File: src/rtl/regfile_wb_arbiter.sv
// Round-robin writeback arbiter for three requesters, with a register busy scoreboard.
// One-cycle write latency; one accepted transfer per cycle, and Gnt only ever selects an active Req.
module regfile_wb_arbiter #(
    parameter int DW   = 32,
    parameter int AW   = 5,
    parameter int NREQ = 3
) (
    input  logic                 Clk,
    input  logic                 Reset,
    input  logic [NREQ-1:0]      Req,
    input  logic [NREQ*AW-1:0]   ReqRD,
    input  logic [NREQ*DW-1:0]   ReqData,
    output logic [NREQ-1:0]      Gnt,
    input  logic                 Issue,
    input  logic [AW-1:0]        IssueRD,
    input  logic [AW-1:0]        RS1,
    input  logic [AW-1:0]        RS2,
    output logic                 Stall,
    output logic                 RegWrite,
    output logic [AW-1:0]        RD,
    output logic [DW-1:0]        WData,
    output logic [AW:0]          PendCnt
);

    localparam int PW   = $clog2(NREQ);
    localparam int NREG = 1 << AW;

    logic [PW-1:0]   ptr;
    logic [PW-1:0]   sel;
    logic            found;
    logic            accept;
    logic [AW-1:0]   sel_rd;
    logic [DW-1:0]   sel_data;
    logic            wr_q;
    logic [AW-1:0]   rd_q;
    logic [DW-1:0]   wdata_q;
    logic [NREG-1:0] busy_q;
    logic [NREG-1:0] busy_d;
    logic [AW:0]     pend_q;
    logic [AW:0]     pend_d;

    // First requester at or after ptr, scanning modulo NREQ.
    always_comb begin
        int idx;
        sel   = '0;
        found = 1'b0;
        idx   = 0;
        for (int k = 0; k < NREQ; k++) begin
            idx = (int'(ptr) + k) % NREQ;
            if (!found && Req[idx]) begin
                found = 1'b1;
                sel   = PW'(idx);
            end
        end
    end

    always_comb begin
        Gnt = '0;
        if (found && !Reset) begin
            Gnt[sel] = 1'b1;
        end
    end

    assign accept   = |Gnt;
    assign sel_rd   = ReqRD[sel*AW +: AW];
    assign sel_data = ReqData[sel*DW +: DW];

    // Set is applied after clear so a same-cycle re-issue keeps the register busy.
    always_comb begin
        busy_d = busy_q;
        if (wr_q) begin
            busy_d[rd_q] = 1'b0;
        end
        if (Issue && (IssueRD != '0)) begin
            busy_d[IssueRD] = 1'b1;
        end
        busy_d[0] = 1'b0;
    end

    always_comb begin
        pend_d = '0;
        for (int i = 0; i < NREG; i++) begin
            pend_d = pend_d + {{AW{1'b0}}, busy_d[i]};
        end
    end

    always_ff @(posedge Clk) begin
        if (Reset) begin
            ptr     <= '0;
            wr_q    <= 1'b0;
            rd_q    <= '0;
            wdata_q <= '0;
            busy_q  <= '0;
            pend_q  <= '0;
        end else begin
            busy_q <= busy_d;
            pend_q <= pend_d;
            wr_q   <= accept && (sel_rd != '0);
            if (accept) begin
                ptr <= (int'(sel) == NREQ - 1) ? '0 : sel + 1'b1;
            end
            // RD/WData track the last real register-file write; writes to x0 are dropped.
            if (accept && (sel_rd != '0)) begin
                rd_q    <= sel_rd;
                wdata_q <= sel_data;
            end
        end
    end

    assign Stall = busy_q[RS1] | busy_q[RS2];

    // A reset arriving right after an acceptance must suppress the pending write at once.
    assign RegWrite = wr_q & ~Reset;
    assign RD       = Reset ? '0 : rd_q;
    assign WData    = Reset ? '0 : wdata_q;
    assign PendCnt  = Reset ? '0 : pend_q;

endmodule

File: config.mk
export PLATFORM = sky130hd
export DESIGN_NAME = regfile_wb_arbiter
export DESIGN_NICKNAME = d
export VERILOG_FILES = /design/src/rtl/regfile_wb_arbiter.sv
export SDC_FILE = /design/constraint.sdc
export NUM_CORES = 1
export LEC_CHECK = 0
export ABC_AREA = 1
export BUFFER_PORTS_ARGS = -buffer_cell sky130_fd_sc_hd__buf_2
export CAP_MARGIN = 20
export CORE_ASPECT_RATIO = 0.5
export CORE_UTILIZATION = 40
export CTS_CLUSTER_DIAMETER = 100
export DETAILED_ROUTE_END_ITERATION = 6
export PLACE_DENSITY = 0.66
export RECOVER_POWER = 25
export SYNTH_ARGS = -nofsm -noshare
export SYNTH_HDL_FRONTEND = slang
export SYNTH_SLANG_ARGS = --single-unit
File: constraint.sdc
create_clock -name Clk -period 8 [get_ports Clk]
set_input_delay 1.6 -clock Clk [delete_from_list [all_inputs] [get_ports Clk]]
set_output_delay 1.6 -clock Clk [all_outputs]
set_load 0.02 [all_outputs]
# After elaboration in Yosys (flattened, before gate mapping)
# Index checks and enable logic that the tools add are counted.
# W data, S select, Z words.
[totals] ff_bits=78 latch_bits=0 mem_bits_rw=0 romBits=0 in_bits=132 out_inout_bits=48 wordCells=110 n_memories=0
[op_classes] addsub=33 multipliers=1 div_mod_pow=3 n_lt_le_gt_ge=11 n_eq_ne=1 shifts=2 muxes=32 bitwise_logic=6 reduce_logical=14
[op_table] op="$add A6 B1 Y6" n=25
[op_table] op="$lt A32 B4 Y1 const B" n=3
[op_table] op="$mux W32" n=3
[op_table] op="$shiftx A96 B8 Y32" n=1
[op_table] op="$mod A32 B3 Y32 const B" n=2
[op_table] op="$and A32 B32 Y32" n=1
[op_table] op="$mod A3 B3 Y32 const B" n=1
[op_table] op="$not A32 Y32" n=1
[op_table] op="$or A32 B32 Y32" n=1
[op_table] op="$lt A5 B6 Y1 const B" n=4
[op_table] op="$shiftx A15 B6 Y5" n=1
[op_table] op="$mux W1" n=14
[op_table] op="$bmux W1 S5" n=2
[op_table] op="$demux W1 S5" n=2
[op_table] op="$ge A5 B1 Y1 const B" n=2
[op_table] op="$reduce_bool A5 Y1" n=2
[op_table] op="$logic_and A1 B1 Y1" n=8
[op_table] op="$mux W2" n=4
[op_table] op="$add A5 B1 Y6" n=1
[op_table] op="$bmux W1 S2" n=3
[op_table] op="$mux W6" n=1
[op_table] op="$add A4 B1 Y5" n=1
[op_table] op="$mul A2 B3 Y5 const B" n=1
[op_table] op="$mux W5" n=1
[op_table] op="16 further kinds" n=18

# Depth between registers and ports, before layout
# Gate-level depths: netlist (run 1).
[logic_depth] depth_word=39 ltp_mapped=24 ltp_nobuf=24

# Worst setup path before layout (run 1)
# OpenSTA, ideal clock, no wires.
[synth_timing] path_type="input-to-reg" startpoint="in IssueRD[0]" endpoint="reg pend_q[4]" setup_ps=119 t_arrival_ps=6689 t_required_ps=7881 path_slack_ps=1191 path_stages=23 n_path_buf=0 cell_sequence="inv_1 nor3_1 nand2_1 nand2_1 fa_1 inv_1 fa_1 fa_1 fa_1 fa_1 inv_1 fa_1 inv_1 fa_1 fa_1 inv_1 nand2_1 inv_1 nor2_1 nor2_1 nor2_1 o21ai_0 a21oi_1"
[synth_via] elab_chain_len=36 word_cells_on_any_way=39 classes_between="30 x add/sub; 2 x order compare; 3 x mux; 1 x bitwise; 3 x reduce/logical"
[synth_rtl] item="start: declaration" line="15" source="input logic [AW-1:0] IssueRD,"
[synth_rtl] item="$lt A5 B6 Y1 (not written as such) / $ge A5 B1 Y1 (equally long branches)" line="75" source="busy_d[IssueRD] = 1'b1;"
[synth_rtl] item="$logic_and A1 B1 Y1 (not written as such)" line="75"
[synth_rtl] item="$mux W1 (not written as such)" line="75"
[synth_rtl] item="$demux W1 S5" line="75"
[synth_rtl] item="$or A32 B32 Y32 (no line)"
[synth_rtl] item="$mux W32 (*)" line="74" source="if (Issue && (IssueRD != '0)) begin"
[synth_rtl] item="named net busy_d[1]" line="38" source="logic [NREG-1:0] busy_d;"
[synth_rtl] item="$add A1 B1 Y2 (*)" line="83" source="pend_d = pend_d + {{AW{1'b0}}, busy_d[i]};"
[synth_rtl] item="$add A2 B1 Y3 (*)" line="83"
[synth_rtl] item="$add A3 B1 Y4 (*)" line="83"
[synth_rtl] item="$add A4 B1 Y5 (*)" line="83"
[synth_rtl] item="$add A5 B1 Y6 (*)" line="83"
[synth_rtl] item="$add A6 B1 Y6 (*) (25 in a row)" line="83"
[synth_rtl] item="end signal: assignment" line="97" source="pend_q <= pend_d;"
[synth_rtl] item="end: declaration" line="39" source="logic [AW:0] pend_q;"
# Mark *: on every way through the listed nets, which the timed path passes. The rest lies on a longest branch.
# A chain may end at the register's enable or synchronous reset.

# Final worst setup path (run 1)
[layout_timing] startpoint="in IssueRD[3]" endpoint="reg pend_q[4]"
[layout_via] elab_chain_len=36 word_cells_on_any_way=39 classes_between="30 x add/sub; 2 x order compare; 3 x mux; 1 x bitwise; 3 x reduce/logical"
[layout_rtl] item="$lt A5 B6 Y1 (not written as such) / $ge A5 B1 Y1 (equally long branches)" line="75"
[layout_rtl] item="$logic_and A1 B1 Y1 (not written as such)" line="75"
[layout_rtl] item="$mux W1 (not written as such)" line="75"
[layout_rtl] item="$demux W1 S5" line="75"
[layout_rtl] item="$or A32 B32 Y32 (no line)"
[layout_rtl] item="$mux W32 (*)" line="74"
[layout_rtl] item="$add A1 B1 Y2" line="83"
[layout_rtl] item="$add A2 B1 Y3" line="83"
[layout_rtl] item="$add A3 B1 Y4" line="83"
[layout_rtl] item="$add A4 B1 Y5" line="83"
[layout_rtl] item="$add A5 B1 Y6" line="83"
[layout_rtl] item="$add A6 B1 Y6 (24 in a row)" line="83"
[layout_rtl] item="$add A6 B1 Y6 (*)" line="83"
# Mark *: on every way between the ends. The rest lies on a longest branch, timed or not.

==> flow_summary_export.csv, run 1 <==
group,metric,value,unit
critical_path,cp-end-kind,"flop",
pwr,leakagePower,3.55,nW
sta,fin_crit_sh,0.862,
route,postRouteAntennaNets,0,
critical_path,cp_max_fo,5,
critical_path,crit_buf_inv,6,
synth,synth_top_area_frac,0.285,
critical_path,reg2reg_depth,24,
layout,final_nets,1200,
synth,avgSynthCellArea,6.20,sq um
die,rows,29,
clock_tree,postCtsSetupBuffers,0,
critical_path,rrSetupSlack,1750,ps
die,ios,180,
synth,synth_area_leaders,"dfxtp_1, nand2_1, fa_1",
die,core,12900,sq um
worst_hold_path,min_path_type,"flop to flop",
status,status,"finished with violations",
layout,areaGrowthSynthToFinish,24.6,%
sta,tns,0,ps
clock_tree,cts_root_buf,"clkbuf_16",
synth,yosys_most_used_dff,"dfxtp_1",
clock_tree,ctsResizeCount,0,
route,drtIter0Drc,432,
synth,ys_ff_latch,77,
route,via_count,5953,
sta,min_period,6890,ps
critical_path,worst_ep_required_time,8220,ps
clock_tree,cts.clk_slew.worst_paths,60,ps
clock_tree,clockBufferDepth,2,
critical_path,crit_type,"input pin to flop",
critical_path,cp.depth,22,
global_route,grt_overflow_total,0,
sta,finalSetupViolations,0,
critical_path,cp_top_family,"adder cells",
route,wl_per_cell,13.4,microns
synth,synth_commonest_cells,"nand2_1, inv_1, nor2_1",
pwr,internal-power,1.15,mW
die,die_width,167,microns
pwr,p_clk_frac,0.222,
sta,slew_headroom,0.446,
pwr,p_comb_frac,0.538,
worst_hold_path,min_delay_path_depth,4,
route,drt_wl_total,16.3,mm
synth,syn_area,5420,sq um
flow_run,max-cap-violations,0,
sta,fin_skew,8.09,ps
place,port_buffers,179,
global_route,grt_pass1_wl,26.3,mm
synth,async_reset_ff_frac,0,
synth,synth-edff-count,0,
pwr,worst_ir_drop_vdd,172,uV
sta,slew_violations,0,
sta,rsz0062_at_grt,"no",
route,first_pass_iters,7,
layout,diodes,0,
global_route,antenna_found_initial,0,
sta,hold_violations,0,
synth,ys_types,36,
synth,synth_nets,1038,
critical_path,cpMostUsedCell,"fa_1",
status,violations,"DRC",
pwr,p_per_area,319,nW/um^2
synth,syn_inst,874,
route,vias_per_cell,4.92,
layout,layout-drive-gt1-share,0.210,
pwr,power,2.16,mW
pwr,p_seq_frac,0.240,
die,start_util,0.419,
synth,yosysWarningCount,0,
critical_path,max_stage_delay,580,ps
global_route,grt_max_degree,80,
sta,tightest_slew,831,ps
clock_tree,cts_hold_buf,0,
global_route,grt_pass1_vias,5389,
pwr,p_sw_frac,0.464,
clock_tree,clkLatencyLatePin,330,ps
sta,max_freq,145,MHz
clock_tree,cts_max_level,3,
clock_tree,cts_buffers,9,
synth,yosysTopAreaCell,"dfxtp_1",
critical_path,cp_slowest_cell,"fa_1",
die,die_h,84.3,microns
place,hpwl,12.3,mm
clock_tree,cts_tree,"done",
clock_tree,clock_sinks,77,
place,routabilityCongestion,1.01,
synth,synth_seq_area_share,0.285,
die,die-area,14000,sq um
critical_path,worstPathArrival,7110,ps
pwr,power.switching,1.00,mW
route,drc,5,
synth,yosysMostFrequentCell,"nand2_1",
critical_path,crit_chain,"clkbuf_1 -> inv_1 -> nor3_1 -> a21oi_1 -> fa_1 -> fa_1 -> fa_1 -> fa_1 -> fa_1 -> inv_1 -> fa_1 -> inv_1 -> fa_1 -> fa_1 -> inv_1 -> nand2_1 -> inv_1 -> nor2_1 -> nor2_1 -> nor2_1 -> o21ai_0 -> a21oi_1",
global_route,grt_usage,0.234,
critical_path,crit_path_start_kind,"input pin",
sta,hold_ws,515,ps
-- power groups by stage --
stage | logic, mW | clock network [mW] | registers [mW]
2_1_floorplan | 0.892 | 0 | 0.516
3_3_place_gp | 1.16 | 0 | 0.522
3_5_place_dp | 1.16 | 0 | 0.526
4_1_cts | 1.17 | 0.486 | 0.518
5_1_grt | 1.32 | 0.507 | 0.528
6_report | 1.16 | 0.479 | 0.518
-- logic make-up (layout without fill, tap and decap cells) --
family,after synthesis,after routing,share of synthesized area
and+or+nand+nor,460,460,0.348
buffers and inverters,162,328,0.120
AOI/OAI and AO/OA,143,143,0.142
DFF,77,77,0.285
adders and majority gates,32,32,0.106
-- routing by layer --
metal	part of all wire	routed length (microns)	global-route usage	vias up
li1	-	-	-	3082
met2	0.48	7800	0.414	219
met4	0.015	244	0.0522	0
met3	0.065	1060	0.0443	20
met1	0.44	7170	0.297	2632
met5	0	0	0	-
-- area by class of cell --
| class | instances | area, sq um |
|---|---|---|
| Timing Repair Buffer | 186 | 942 |
| Fill cell | 1342 | 6170 |
| Tap cell | 170 | 213 |
| Sequential cell | 77 | 1540 |
| Inverter | 127 | 477 |
| Multi-Input combinational cell | 635 | 3230 |
| Clock buffer | 11 | 253 |
| Clock inverter | 4 | 95.1 |
-- final timing paths --
path,start,endpoint
worst min register to register,wdata_q[30],wdata_q[30]
worst max-delay path,IssueRD[3],pend_q[4]
worst max register to register,rd_q[2],pend_q[4]
worst min-delay path,wdata_q[30],wdata_q[30]
-- worst register-to-register path: cells and delay by family (launching register included) --
family	cells	cell delay, ps
flops	1	420
buf+inv	7	550
fa+ha+maj	8	3920
simple gates	6	810
compound gates	3	440
-- state kept, by name, summed over array words and instances (netlist names) --
name	flops
pend_q	6
ptr	2
wr_q	1
rd_q	5
wdata_q	32
busy_q	31
-- placed cells by master, fill, tap and decap left out, types with 3 or more instances in the layout --
cell,synthesis,routed
dfxtp_1,77,77
clkbuf_16,0,9
buf_4,4,6
a22oi_1,5,5
clkbuf_1,24,3
a21oi_1,69,69
inv_2,6,6
nand2_1,264,264
fa_1,23,23
inv_1,120,120
nor3_1,23,23
o21ai_0,53,53
ha_1,9,9
nand3_2,3,3
o22ai_1,3,3
bufinv_16,0,3
nand2_2,4,4
nand3_1,62,62
buf_2,2,177
nor2_1,98,98
-- stage by stage --
step | std cells | cell area [sq um] | utilization | setup WS, ps
6_report | 1210 | 6750 | 0.522 | 1110
5_1_grt | 1210 | 6750 | 0.522 | 793
4_1_cts | 1210 | 6760 | 0.523 | 1200
3_5_place_dp | 1195 | 6410 | 0.496 | 880
3_3_place_gp | 1195 | 6410 | 0.496 | 880
2_1_floorplan | 874 | 5420 | - | 1190
Note: power is estimated with default switching activity, not from simulation.
==> run 2: changes to the inputs <==
--- a/config.mk
+++ b/config.mk
@@ -5,11 +5,11 @@
 export SDC_FILE = /design/constraint.sdc
 export NUM_CORES = 1
 export LEC_CHECK = 0
-export ABC_AREA = 1
 export BUFFER_PORTS_ARGS = -buffer_cell sky130_fd_sc_hd__buf_2
 export CAP_MARGIN = 20
 export CORE_ASPECT_RATIO = 0.5
 export CORE_UTILIZATION = 40
+export CTS_BUF_LIST = sky130_fd_sc_hd__clkbuf_16
 export CTS_CLUSTER_DIAMETER = 100
 export DETAILED_ROUTE_END_ITERATION = 6
 export PLACE_DENSITY = 0.66
==> flow_summary_export.csv, run 2 <==
group,metric,value,unit
place,routabilityCongestion,0.890,
layout,layout-drive-gt1-share,0.324,
sta,min_period,6930,ps
sta,slew_headroom,-0.377,
synth,syn_inst,538,
global_route,grt_overflow_total,0,
sta,tns,0,ps
clock_tree,ctsResizeCount,0,
critical_path,cpMostUsedCell,"fa_1",
route,vias_per_cell,5.39,
layout,diodes,0,
critical_path,crit_path_start_kind,"input pin",
critical_path,cp_slowest_cell,"fa_1",
die,start_util,0.419,
synth,syn_area,5060,sq um
clock_tree,clock_sinks,77,
layout,n_fill_cell,1182,
pwr,p_per_area,245,nW/um^2
layout,areaGrowthSynthToFinish,25.5,%
status,status,"finished with violations",
worst_hold_path,min_path_type,"flop to flop",
critical_path,worst_ep_required_time,8140,ps
layout,regMostFlops,"wdata_q",
place,hpwl,11.0,mm
clock_tree,postCtsSetupBuffers,0,
route,postRouteAntennaNets,0,
sta,rsz0062_at_grt,"no",
sta,hold_violations,0,
synth,ys_ff_latch,77,
critical_path,worstPathArrival,7070,ps
route,first_pass_iters,6,
clock_tree,cts_max_level,3,
die,core,12100,sq um
flow_run,max-cap-violations,1,
layout,layout_common_cells,"buf_2, dfxtp_1, inv_1",
synth,synth_area_leaders,"dfxtp_1, fa_1, mux4_2",
die,ios,180,
critical_path,cp-end-kind,"flop",
clock_tree,cts_hold_buf,0,
synth,yosysMostFrequentCell,"dfxtp_1",
die,die_h,81.6,microns
critical_path,crit_buf_inv,4,
layout,final_common_cell,"buf_2",
synth,synth_seq_area_share,0.304,
die,die-area,13100,sq um
route,wl_per_cell,16.3,microns
layout,largest_register_ffs,32,
critical_path,crit_type,"input pin to flop",
synth,synth_nets,702,
synth,ys_types,45,
sta,slew_violations,51,
pwr,leakagePower,3.09,nW
sta,finalSetupViolations,0,
synth,synth_commonest_cells,"dfxtp_1, inv_1, nand2_1",
sta,tightest_slew,2060,ps
sta,fin_skew,7.56,ps
critical_path,cp_max_fo,8,
sta,hold_ws,484,ps
synth,async_reset_ff_frac,0,
die,rows,28,
route,drc,0,
clock_tree,clkLatencyLatePin,330,ps
synth,synth-edff-count,0,
global_route,grt_max_degree,51,
critical_path,cp_top_family,"adder cells",
global_route,grt_usage,0.223,
clock_tree,cts_buffers,9,
route,drtIter0Drc,376,
sta,max_freq,144,MHz
clock_tree,clockBufferDepth,2,
status,violations,"capacitance limit, slew limit",
sta,fin_crit_sh,0.867,
critical_path,crit_chain,"buf_2 -> nor3b_1 -> a22oi_1 -> fa_1 -> fa_1 -> fa_1 -> fa_1 -> fa_1 -> inv_1 -> fa_1 -> inv_1 -> fa_1 -> fa_1 -> inv_1 -> a21o_1 -> a21oi_1 -> xor2_1 -> nor2_1",
place,port_buffers,179,
route,via_count,4709,
synth,avgSynthCellArea,9.41,sq um
layout,reg_top3,"wdata_q (32), busy_q (31), pend_q (6)",
pwr,worst_ir_drop_vdd,121,uV
synth,yosysTopAreaCell,"dfxtp_1",
synth,yosys_most_used_dff,"dfxtp_1",
layout,final_nets,868,
synth,yosysWarningCount,0,
critical_path,max_stage_delay,580,ps
clock_tree,cts_root_buf,"clkbuf_16",
route,drt_wl_total,14.3,mm
die,die_width,161,microns
layout,multiInputGateArea,3150,sq um
synth,synth_top_area_frac,0.304,
global_route,grt_pass1_vias,4385,
global_route,antenna_found_initial,0,
clock_tree,cts.clk_slew.worst_paths,70,ps
clock_tree,cts_tree,"done",
global_route,grt_pass1_wl,22.7,mm
layout,seqCellArea,1540,sq um
## run 2: cells by family after synthesis
| kind of cell | synth area share |
|---|---|
| and+or+nand+nor | 0.186 |
| muxes | 0.154 |
| DFF | 0.304 |
| adders and majority gates | 0.115 |
| xor gates and xnor gates | 0.00519 |
| buffers and inverters | 0.0759 |
| AOI/OAI and AO/OA | 0.160 |
## run 2: layer usage
metal  global-route usage  vias up  share of wire
met3               0.0576       11          0.076
met2                0.378      194           0.47
met4               0.0415        0         0.0071
met1                0.292     2244           0.45
li1                     -     2260              -
met5                    0        -              0
## run 2: stage by stage
stage               cells  area [sq um]   util  setup slack [ps]  power (mW)
finish                874          6350  0.526              1070        1.56
global placement      858          6090  0.504               891        1.18
detailed placement    858          6090  0.504               831        1.19
global route          874          6350  0.526               868        1.66
floorplan             538          5060      -              1220       0.997
CTS                   874          6360  0.526              1190        1.57
## run 2: worst paths after layout
check | start | endpoint | slack, ps | cells after the start
max reg2reg | wr_q | pend_q[4] | 1730 | 19
max | IssueRD[3] | pend_q[4] | 1070 | 18
min reg2reg | wdata_q[18] | wdata_q[18] | 480 | 2
min | wdata_q[18] | wdata_q[18] | 480 | 2
## run 2: worst reg2reg max path, cell delays in order, from the launching register on
cell and delay [ps]:
dfxtp_1 380, nor3b_1 810, nand2_1 120, a22o_1 230, fa_1 480, inv_1 60, fa_1 510, fa_1 580
fa_1 460, fa_1 560, inv_1 60, fa_1 530, inv_1 50, fa_1 420, fa_1 410, inv_1 70
a21o_1 100, a21oi_1 70, xor2_1 130, nor2_1 50
## run 2: cell type report
type                            instances  area share
Multi-Input combinational cell        366       0.496
Tap cell                              165      0.0325
Clock inverter                          7     0.00670
Clock buffer                            9      0.0355
Inverter                               63      0.0372
Sequential cell                        77       0.243
Timing Repair Buffer                  187       0.150
## run 2: power by group
part | internal [mW] | switching (mW) | total [mW]
sequential | 0.478 | 0.0387 | 0.517
clock | 0.209 | 0.167 | 0.375
combinational | 0.262 | 0.404 | 0.667
total | 0.949 | 0.610 | 1.56
==> run 3: changes to the inputs <==
--- a/config.mk
+++ b/config.mk
@@ -7,13 +7,11 @@
 export LEC_CHECK = 0
 export BUFFER_PORTS_ARGS = -buffer_cell sky130_fd_sc_hd__buf_2
 export CAP_MARGIN = 20
-export CORE_ASPECT_RATIO = 0.5
 export CORE_UTILIZATION = 40
 export CTS_BUF_LIST = sky130_fd_sc_hd__clkbuf_16
 export CTS_CLUSTER_DIAMETER = 100
 export DETAILED_ROUTE_END_ITERATION = 6
 export PLACE_DENSITY = 0.66
-export RECOVER_POWER = 25
 export SYNTH_ARGS = -nofsm -noshare
 export SYNTH_HDL_FRONTEND = slang
 export SYNTH_SLANG_ARGS = --single-unit
==> flow_summary_export.csv, run 3 (same netlist as run 2, synthesis figures left out) <==
group,metric,value,unit
worst_hold_path,min_to,"wdata_q[28]",
clock_tree,clockBufferDepth,2,
clock_tree,cts.clk_slew.worst_paths,60,ps
global_route,grt_overflow_total,0,
die,start_util,0.416,
layout,final_nets,868,
critical_path,cpMostUsedCell,"fa_1",
critical_path,r2r-end,"pend_q[4]",
die,die_width,115,microns
pwr,leakagePower,3.10,nW
flow_run,max-cap-violations,0,
critical_path,cp-end-kind,"flop",
clock_tree,cts_max_level,3,
critical_path,crit_path_start_kind,"input pin",
place,port_buffers,179,
status,violations,"DRC",
layout,design_area,6390,sq um
clock_tree,cts_root_buf,"clkbuf_16",
critical_path,worstPathArrival,7060,ps
critical_path,r2r-start,"wr_q",
critical_path,cp_slowest_cell,"fa_1",
sta,tns,0,ps
sta,hold_ws,484,ps
clock_tree,postCtsSetupBuffers,0,
global_route,grt_max_degree,49,
place,routabilityCongestion,0.907,
route,wl_per_cell,17.1,microns
critical_path,crit_type,"input pin to flop",
place,placed_area,6090,sq um
die,rows,40,
layout,areaGrowthSynthToFinish,26.3,%
layout,layout_common_cells,"buf_2, dfxtp_1, inv_1",
place,hpwl,11.8,mm
route,vias_per_cell,5.44,
sta,finalSetupViolations,0,
global_route,grt_pass1_wl,24.2,mm
layout,final_common_cell,"buf_2",
place,dp_slack,842,ps
route,drc,38,
route,via_count,4773,
layout,diodes,0,
layout,largest_register_ffs,32,
die,die-area,13100,sq um
sta,setup_ws,1140,ps
critical_path,max_stage_delay,580,ps
global_route,grt_pass1_vias,4753,
die,ios,180,
sta,slew_violations,0,
sta,hold_violations,0,
sta,slew_headroom,0.290,
clock_tree,ctsResizeCount,0,
die,die_h,115,microns
clock_tree,clkLatencyLatePin,340,ps
sta,fin_skew,6.11,ps
sta,rsz0062_at_grt,"no",
clock_tree,clock_sinks,77,
critical_path,worst_ep_required_time,8190,ps
global_route,antenna_found_initial,0,
layout,regMostFlops,"wdata_q",
worst_hold_path,min_path_type,"flop to flop",
sta,tightest_slew,1060,ps
route,postRouteAntennaNets,0,
route,first_pass_iters,7,
route,drtIter0Drc,468,
sta,min_period,6860,ps
die,core,12200,sq um
layout,reg_top3,"wdata_q (32), busy_q (31), pend_q (6)",
clock_tree,cts_buffers,9,
pwr,p_per_area,251,nW/um^2
worst_hold_path,hold_start,"wdata_q[28]",
critical_path,reg2reg_depth,19,
route,drt_wl_total,15.0,mm
critical_path,crit_chain,"buf_2 -> nor3b_1 -> a22oi_1 -> fa_1 -> fa_1 -> fa_1 -> fa_1 -> fa_1 -> inv_1 -> fa_1 -> inv_1 -> fa_1 -> fa_1 -> inv_1 -> a21o_1 -> a21oi_1 -> xor2_1 -> nor2_1",
critical_path,cp_max_fo,8,
critical_path,cp_top_family,"adder cells",
clock_tree,cts_tree,"done",
critical_path,crit_buf_inv,4,
global_route,grt_usage,0.237,
clock_tree,cts_hold_buf,0,
status,status,"finished with violations",
critical_path,rrSetupSlack,1620,ps
pwr,worst_ir_drop_vdd,149,uV
sta,max_freq,146,MHz
sta,fin_crit_sh,0.858,
layout,layout-drive-gt1-share,0.330,
worst_hold_path,min_delay_path_depth,2,
run 3: cell count changes in the layout (fill, tap and decap cells not counted):
cell	delta
bufinv_16	+1
clkinv_1	-1
clkinvlp_4	+2
clkinv_2	-1
inv_1	-1
clkbuf_1	-2
buf_2	+1
buf_4	+1
run 3: worst max-delay path by stage:
stage,from,end,slack (ps),cells after the start
3_3_place_gp,IssueRD[3],pend_q[4],890,18
3_5_place_dp,IssueRD[4],pend_q[4],840,18
4_1_cts,IssueRD[3],pend_q[4],1160,18
2_1_floorplan,IssueRD[0],pend_q[4],1220,17
5_1_grt,IssueRD[2],pend_q[4],880,18
6_report,IssueRD[4],pend_q[4],1140,18
run 3: report_power, final:
part / switching (mW) / total (mW) / internal, mW / leakage [nW]
clock network: 0.169 / 0.411 / 0.243 / 0.138
registers: 0.0409 / 0.519 / 0.479 / 0.631
logic: 0.413 / 0.675 / 0.263 / 2.33
total: 0.622 / 1.61 / 0.984 / 3.10
run 3: layer usage:
layer,vias up,GRT usage,wire length (microns)
li1,2260,-,-
met4,0,0.0970,439
met5,-,0,0
met3,34,0.0603,1130
met2,206,0.381,6900
met1,2273,0.304,6500
run 3: layout make-up:
class | instances | area (sq um)
Timing Repair Buffer | 187 | 956
Sequential cell | 77 | 1540
Clock buffer | 9 | 225
Inverter | 63 | 236
Tap cell | 168 | 210
Multi-Input combinational cell | 366 | 3150
Fill cell | 1122 | 5770
Clock inverter | 7 | 75.1
run 3: per-stage QoR:
step / cells / power, mW / util
final: 877 / 1.61 / 0.526
after global routing: 877 / 1.71 / 0.526
after CTS: 877 / 1.61 / 0.526
after detailed placement: 861 / 1.20 / 0.501
after global placement: 861 / 1.18 / 0.501
after floorplan: 538 / 0.997 / -
run 3: worst register-to-register path: stages (launching register included):
cell and delay, ps:
dfxtp_1 380, nor3b_1 880, nand2_1 130, a22o_1 240, fa_1 500, inv_1 60
fa_1 510, fa_1 580, fa_1 480, fa_1 560, inv_1 50, fa_1 530
inv_1 50, fa_1 430, fa_1 420, inv_1 70, a21o_1 100, a21oi_1 70
xor2_1 130, nor2_1 60
